## src/rtl/sm_step_pkg.sv

```systemverilog
// rtl/sm_step_pkg.sv - shared types, constants and helpers for the step-pulse generator
package sm_step_pkg;

  typedef enum logic {
    IDLE = 1'b0,
    RUN  = 1'b1
  } state_t;

  // Shortest period that still yields a low phase after a one-cycle pulse
  localparam int unsigned MIN_PERIOD = 2;

  // Pulse high time for a given period: period >> shift, never below one cycle
  function automatic int unsigned hi_cycles(input int unsigned period, input int unsigned shift);
    int unsigned h;
    h = period >> shift;
    if (h == 0) h = 1;
    return h;
  endfunction

endpackage

```

## src/rtl/sm_step_chan.sv

```systemverilog
// rtl/sm_step_chan.sv - one step-pulse channel (shadow, active, FSM, counters); ramp via SM_RAMP_EN
module sm_step_chan
  import sm_step_pkg::*;
#(
  parameter int W          = 16,
  parameter int CW         = 24,
  parameter int DUTY_SHIFT = 2,
  parameter int RAMP_DEC   = 4
) (
  input  logic          clk,
  input  logic          rst,
  input  logic          wr,
  input  logic [W-1:0]  cfg_period,
  input  logic [CW-1:0] cfg_steps,
  input  logic          cfg_dir,
  input  logic          start,
  input  logic          abort,
  output logic          step,
  output logic          dir,
  output logic          busy,
  output logic          done
);

  state_t        state, state_d;
  logic [W-1:0]  shadow_period;
  logic [CW-1:0] shadow_steps;
  logic          shadow_dir;
  logic [W-1:0]  period_act, period_act_d;
  logic [W-1:0]  cnt, cnt_d;
  logic [CW-1:0] steps_left, steps_left_d;
  logic          dir_q, dir_d;
  logic          done_q, done_d;
  logic [W-1:0]  eff_period, eff_target;
  logic [CW-1:0] eff_steps;
  logic          eff_dir;
  logic [W-1:0]  start_period, wrap_period;
  logic [W-1:0]  hi;
  logic          wrap;

  // A write landing in the same cycle as start/wrap is seen immediately (bypass)
  always_comb begin
    eff_period = wr ? cfg_period : shadow_period;
    eff_steps  = wr ? cfg_steps  : shadow_steps;
    eff_dir    = wr ? cfg_dir    : shadow_dir;
    eff_target = (eff_period < W'(MIN_PERIOD)) ? W'(MIN_PERIOD) : eff_period;
  end

`ifdef SM_RAMP_EN
  logic [W:0] dbl_target;
  logic [W:0] dec_floor;

  // Ramp: start at twice the target, then shorten by RAMP_DEC per step until it is reached
  always_comb begin
    dbl_target   = {eff_target, 1'b0};
    start_period = dbl_target[W] ? {W{1'b1}} : dbl_target[W-1:0];
    dec_floor    = {1'b0, eff_target} + (W+1)'(RAMP_DEC);
    wrap_period  = ({1'b0, period_act} >= dec_floor) ? (period_act - W'(RAMP_DEC)) : eff_target;
  end
`else
  assign start_period = eff_target;
  assign wrap_period  = eff_target;
`endif

  assign hi   = W'(hi_cycles(32'(period_act), 32'(DUTY_SHIFT)));
  assign wrap = (cnt == (period_act - W'(1)));

  // Next-state and datapath updates; period changes only take effect at a wrap
  always_comb begin
    state_d      = state;
    cnt_d        = cnt;
    steps_left_d = steps_left;
    period_act_d = period_act;
    dir_d        = dir_q;
    done_d       = 1'b0;
    case (state)
      IDLE: begin
        if (start && !abort) begin
          if (eff_steps == '0) begin
            done_d = 1'b1;
          end else begin
            state_d      = RUN;
            cnt_d        = '0;
            steps_left_d = eff_steps;
            dir_d        = eff_dir;
            period_act_d = start_period;
          end
        end
      end
      RUN: begin
        if (abort) begin
          state_d = IDLE;
          cnt_d   = '0;
        end else if (wrap) begin
          cnt_d        = '0;
          steps_left_d = steps_left - CW'(1);
          if (steps_left == CW'(1)) begin
            state_d = IDLE;
            done_d  = 1'b1;
          end else begin
            period_act_d = wrap_period;
          end
        end else begin
          cnt_d = cnt + W'(1);
        end
      end
      default: state_d = IDLE;
    endcase
  end

  // State, shadow and active register bank
  always_ff @(posedge clk) begin
    if (rst) begin
      state         <= IDLE;
      shadow_period <= '0;
      shadow_steps  <= '0;
      shadow_dir    <= 1'b0;
      period_act    <= W'(MIN_PERIOD);
      cnt           <= '0;
      steps_left    <= '0;
      dir_q         <= 1'b0;
      done_q        <= 1'b0;
    end else begin
      state      <= state_d;
      period_act <= period_act_d;
      cnt        <= cnt_d;
      steps_left <= steps_left_d;
      dir_q      <= dir_d;
      done_q     <= done_d;
      if (wr) begin
        shadow_period <= cfg_period;
        shadow_steps  <= cfg_steps;
        shadow_dir    <= cfg_dir;
      end
    end
  end

  assign busy = (state == RUN);
  assign step = busy && (cnt < hi);
  assign dir  = dir_q;
  assign done = done_q;

endmodule

```

## src/rtl/sm_step_gen.sv

```systemverilog
// rtl/sm_step_gen.sv - multi-channel step-pulse generator top, cfg decode only; ramp via SM_RAMP_EN
module sm_step_gen
  import sm_step_pkg::*;
#(
  parameter int NCH        = 2,
  parameter int W          = 16,
  parameter int CW         = 24,
  parameter int DUTY_SHIFT = 2,
  parameter int RAMP_DEC   = 4,
  localparam int CHW       = (NCH > 1) ? $clog2(NCH) : 1
) (
  input  logic           clk,
  input  logic           rst,
  input  logic           cfg_wr,
  input  logic [CHW-1:0] cfg_ch,
  input  logic [W-1:0]   cfg_period,
  input  logic [CW-1:0]  cfg_steps,
  input  logic           cfg_dir,
  input  logic [NCH-1:0] start,
  input  logic [NCH-1:0] abort,
  output logic [NCH-1:0] step,
  output logic [NCH-1:0] dir,
  output logic [NCH-1:0] busy,
  output logic [NCH-1:0] done
);

  logic [NCH-1:0] wr;

  // Channel select; cfg_ch values with no matching channel write nothing
  always_comb begin
    wr = '0;
    for (int i = 0; i < NCH; i++) begin
      wr[i] = cfg_wr && (cfg_ch == CHW'(i));
    end
  end

  for (genvar g = 0; g < NCH; g++) begin : g_chan
    sm_step_chan #(
      .W          (W),
      .CW         (CW),
      .DUTY_SHIFT (DUTY_SHIFT),
      .RAMP_DEC   (RAMP_DEC)
    ) u_chan (
      .clk        (clk),
      .rst        (rst),
      .wr         (wr[g]),
      .cfg_period (cfg_period),
      .cfg_steps  (cfg_steps),
      .cfg_dir    (cfg_dir),
      .start      (start[g]),
      .abort      (abort[g]),
      .step       (step[g]),
      .dir        (dir[g]),
      .busy       (busy[g]),
      .done       (done[g])
    );
  end

endmodule

```

## config.mk

```make
export PLATFORM = sky130hd
export DESIGN_NAME = sm_step_gen
export DESIGN_NICKNAME = d
export VERILOG_FILES = /design/src/rtl/sm_step_pkg.sv /design/src/rtl/sm_step_chan.sv /design/src/rtl/sm_step_gen.sv
export SDC_FILE = /design/constraint.sdc
export NUM_CORES = 1
export LEC_CHECK = 0
export CAP_MARGIN = 20
export CORE_ASPECT_RATIO = 0.75
export CORE_MARGIN = 3
export CORE_UTILIZATION = 61
export CTS_CLUSTER_DIAMETER = 100
export CTS_CLUSTER_SIZE = 20
export DETAILED_ROUTE_END_ITERATION = 6
export PLACE_DENSITY = 0.87
export SYNTH_ARGS = -nofsm -noshare
export SYNTH_HDL_FRONTEND = slang
export SYNTH_SLANG_ARGS = --single-unit
export TNS_END_PERCENT = 100
```

## constraint.sdc

```tcl
create_clock -name clk -period 3.5 [get_ports clk]
set_clock_uncertainty 0.15 [all_clocks]
set_input_delay 0.35 -clock clk [delete_from_list [all_inputs] [get_ports clk]]
set_output_delay 0.35 -clock clk [all_outputs]
set_load 0.005 [all_outputs]
```

==> impl_metrics.json <==
{
  "outcome": "finished, final reports clean",
  "netlist_area_mm2": 0.01098,
  "clockBufferDepth": 2,
  "met2WireLength_um": 13380,
  "grt_first_pass_wirelength_um": 49330,
  "worst_ep_required_time_ns": 3.00,
  "reg2reg_to": "g_chan[0].u_chan.steps_left[16]$_SDFFE_PP0P_",
  "gp_congestion": 0.9649,
  "route.detailed.drc": 0,
  "highest_layer": "met4",
  "ff2ff_path_depth": 10,
  "dp_hpwl_um": 21380,
  "synth_fp_nets": 1420,
  "area.growth.synth_to_final_pct": 12.11,
  "hold_buffers": 0,
  "drive_gt1_share_pct": 7.480,
  "dieWidth_um": 160.9,
  "cp-start-kind": "flop",
  "ys_types": 83,
  "critPathMaxFanout": 5,
  "grt_overflow": 0,
  "r2r_start": "g_chan[0].u_chan.period_act[0]$_SDFFE_PP0P_",
  "wl_um": 30220,
  "met1Wirelength_um": 13110,
  "r2r_slack_ns": 0.24,
  "crit_slowest_cell": "clkdlybuf4s50_1",
  "rsz0062_at_grt": "true",
  "cts_buffers": 17,
  "num_io_pins": 57,
  "hold_viol_final": 0,
  "drv_cap": 0,
  "fmax_ghz": 0.3007,
  "routedWlPerCell_um": 18.72,
  "hold_path_class": "reg2reg",
  "grtUsageTotal_pct": 30.74,
  "syn-instance-count": 1337,
  "endpoint_kind": "output pin",
  "setup_violations": 0,
  "routed-wl-met3_um": 3188,
  "cts_num_sinks": 200,
  "ys_ff_latch": 200,
  "relSlewSlack_pct": 48.25,
  "worst_slew_pin_slew_ns": 0.7703,
  "drt-initial-drc-count": 1280,
  "yosys_warnings": 0,
  "cts_tree": "built",
  "dieArea_mm2": 0.01967,
  "dieHeight_um": 122.2,
  "avgSynthCellArea_um2": 8.215,
  "io_buffers": 56,
  "fin_crit_ns": 3.326,
  "rows": 41,
  "cp_cell_sequence": "inv_1, ha_1, a21o_1, a21o_1, a21oi_1, nor2b_1, o21ai_1, nand3_1, a21o_1, a31oi_1, clkdlybuf4s50_1",
  "firstDrtPassIters": 6,
  "powerDensity_mw_per_mm2": 474.7,
  "grt_pass1_vias": 9655,
  "cp.buffers_inverters": 2,
  "h-tree-depth": 4,
  "min_from": "g_chan[1].u_chan.shadow_period[0]$_SDFF_PP0_",
  "num_vias": 10430,
  "initial_core_util_pct": 63.72,
  "utilization_pct": 71.44,
  "drtAntennaViolNets": 0,
  "whs_endpoint": "g_chan[1].u_chan.shadow_period[0]$_SDFF_PP0_",
  "worst-setup-path-type": "reg2out",
  "ys_seq_area_share_pct": 36.45,
  "antenna_found_initial": 1,
  "hold_depth": 2,
  "cpMostUsedCell": "a21o_1",
  "ir_drop_mv": 0.2839,
  "synth_ff_type": "dfxtp_1",
  "path_clk_slew_ns": 0.07,
  "worstPathArrival_ns": 2.83,
  "synthArstFlopShare_pct": 0,
  "clkLatencyLatePin_ns": 0.44,
  "final_nets": 1448,
  "fin_crit_sh_pct": 95.02,
  "ctsRootBufferMaster": "clkbuf_16",
  "grt_max_degree": 136,
  "coreArea_mm2": 0.01724,
  "fin_tns_setup_ns": 0,
  "critPathLaunch": "g_chan[0].u_chan.period_act[11]$_SDFFE_PP0P_",
  "viasPerCell": 6.462,
  "slew_violations": 0,
  "synth_edf_count": 0,
  "cp_top_family": "compound AO/OA/AOI/OAI gates",
  "slowest_delay_ns": 0.52,
  "power.leakage_nw": 5.002
}
worst reg2reg max path, delay by kind of cell (launching register included):
kind | cells | cell delay [ns]
flip-flops | 1 | 0.48
AND/OR/NAND/NOR | 4 | 1.41
AO/OA/AOI/OAI | 4 | 0.69
adder cells (fa/ha/maj) | 1 | 0.32
buffers and inverters | 1 | 0.08
kinds of logic after synthesis:
kind of cell	synth area share [%]
XOR/XNOR	5.183
buffers and inverters	5.104
flip-flops	36.45
AO/OA/AOI/OAI	18.36
multiplexers	5.514
AND/OR/NAND/NOR	25.51
adder cells (fa/ha/maj)	3.873
routing by layer:
metal / up-vias / track usage [%]
li1: 4909 / -
met1: 4876 / 43.09
met2: 592 / 48.07
met3: 52 / 7.138
met4: 0 / 8.114
met5: - / 0
cells in the final DEF (no fill, tap or decap), drive strengths merged, types with 7 or more instances in the layout:
cell           synthesis  routed
buf                   36      35
and3                  25      25
o22a                  30      30
clkbuf                45      24
nor4                  49      49
o21ai                 42      42
and2                  12      12
nor2b                  7       7
nor2                 157     157
xnor2                 21      21
a21oi                 74      74
ha                    34      34
inv                   47      47
nand4                 31      31
or3                   13      13
o31ai                  7       7
and4                  12      12
a211oi                12      12
clkdlybuf4s50          0      55
mux2i                 56      56
nand2                142     142
a21o                  10      10
nand3                 33      33
o22ai                 16      16
dfxtp                200     200
xor2                  44      44
nand2b                10      10
a31oi                 30      30
nor3                  50      50
what timing repair did:
| item | CTS | global route |
|---|---|---|
| resized for setup | 1 | 6 |
| buffers inserted | 0 | 1 |
| pin swaps | 0 | 2 |
| hold endpoints to repair | 0 | 0 |
| setup endpoints to repair | 1 | 7 |
worst max path at each step:
stage / endpoint / slack, ns / cells after the start
floorplan: g_chan[1].u_chan.steps_left[20]$_SDFFE_PP0P_ / 0.71 / 11
global placement: g_chan[0].u_chan.period_act[14]$_SDFFE_PP0P_ / 0.26 / 8
detailed placement: g_chan[0].u_chan.steps_left[7]$_SDFFE_PP0P_ / 0.20 / 11
CTS: step[0] / 0.0007 / 9
global route: g_chan[0].u_chan.steps_left[16]$_SDFFE_PP0P_ / -0.03 / 10
finish: step[0] / 0.17 / 11
stage by stage:
step                      setup WS [ns]  area [um2]  power [mW]  hold slack (ns)  cells
after floorplan                  0.7141       10980       3.541           0.2785   1337
after global placement           0.2551       11730       3.903           0.2942   1581
after detailed placement         0.2032       11730       3.940           0.3037   1581
after CTS                     0.0006568       12280       5.796           0.3139   1612
after global routing           -0.02736       12310       6.089           0.3420   1613
final                            0.1743       12310       5.845           0.3112   1614
registers in the layout (all words and copies together), names as in the netlist:
name / count
g_chan.u_chan.shadow_steps: 48
g_chan.u_chan.steps_left: 48
g_chan.u_chan.cnt: 32
g_chan.u_chan.period_act: 32
g_chan.u_chan.shadow_period: 32
g_chan.u_chan.busy: 2
g_chan.u_chan.dir: 2
g_chan.u_chan.done: 2
g_chan.u_chan.shadow_dir: 2
synthesized netlist by cell type (all sizes together), types with 12 or more instances:
cell type    n  area [um2]
dfxtp      200        4004
nor2       157       594.3
nand2      142       533.0
a21oi       74       370.4
mux2i       56       560.5
nor3        50       287.8
nor4        49       349.1
inv         47       176.4
clkbuf      45       168.9
xor2        44       385.4
o21ai       42       221.5
buf         36       207.7
ha          34       425.4
nand3       33       170.2
nand4       31       200.2
a31oi       30       193.9
o22a        30       262.8
and3        25       156.4
xnor2       21       183.9
o22ai       16       100.1
or3         13       86.33
a211oi      12       95.09
and2        12       75.07
and4        12       105.1
report_power, final:
group / internal (mW) / switching [mW] / total (mW) / leakage, nW
Combinational: 0.557 / 0.847 / 1.40 / 3.11
Clock: 1.01 / 0.857 / 1.87 / 0.256
Sequential: 2.41 / 0.157 / 2.57 / 1.63
area by class of cell:
type,count,area [um2]
Multi-Input combinational cell,1007,6457
Fill cell,1329,4923
Sequential cell,200,4005
Timing Repair Buffer,90,825.8
Clock buffer,24,471.7
Tap cell,236,295.3
Inverter,49,183.9
Clock inverter,7,71.32
Antenna cell,1,2.502
Note: power is estimated with default switching activity, not from simulation.
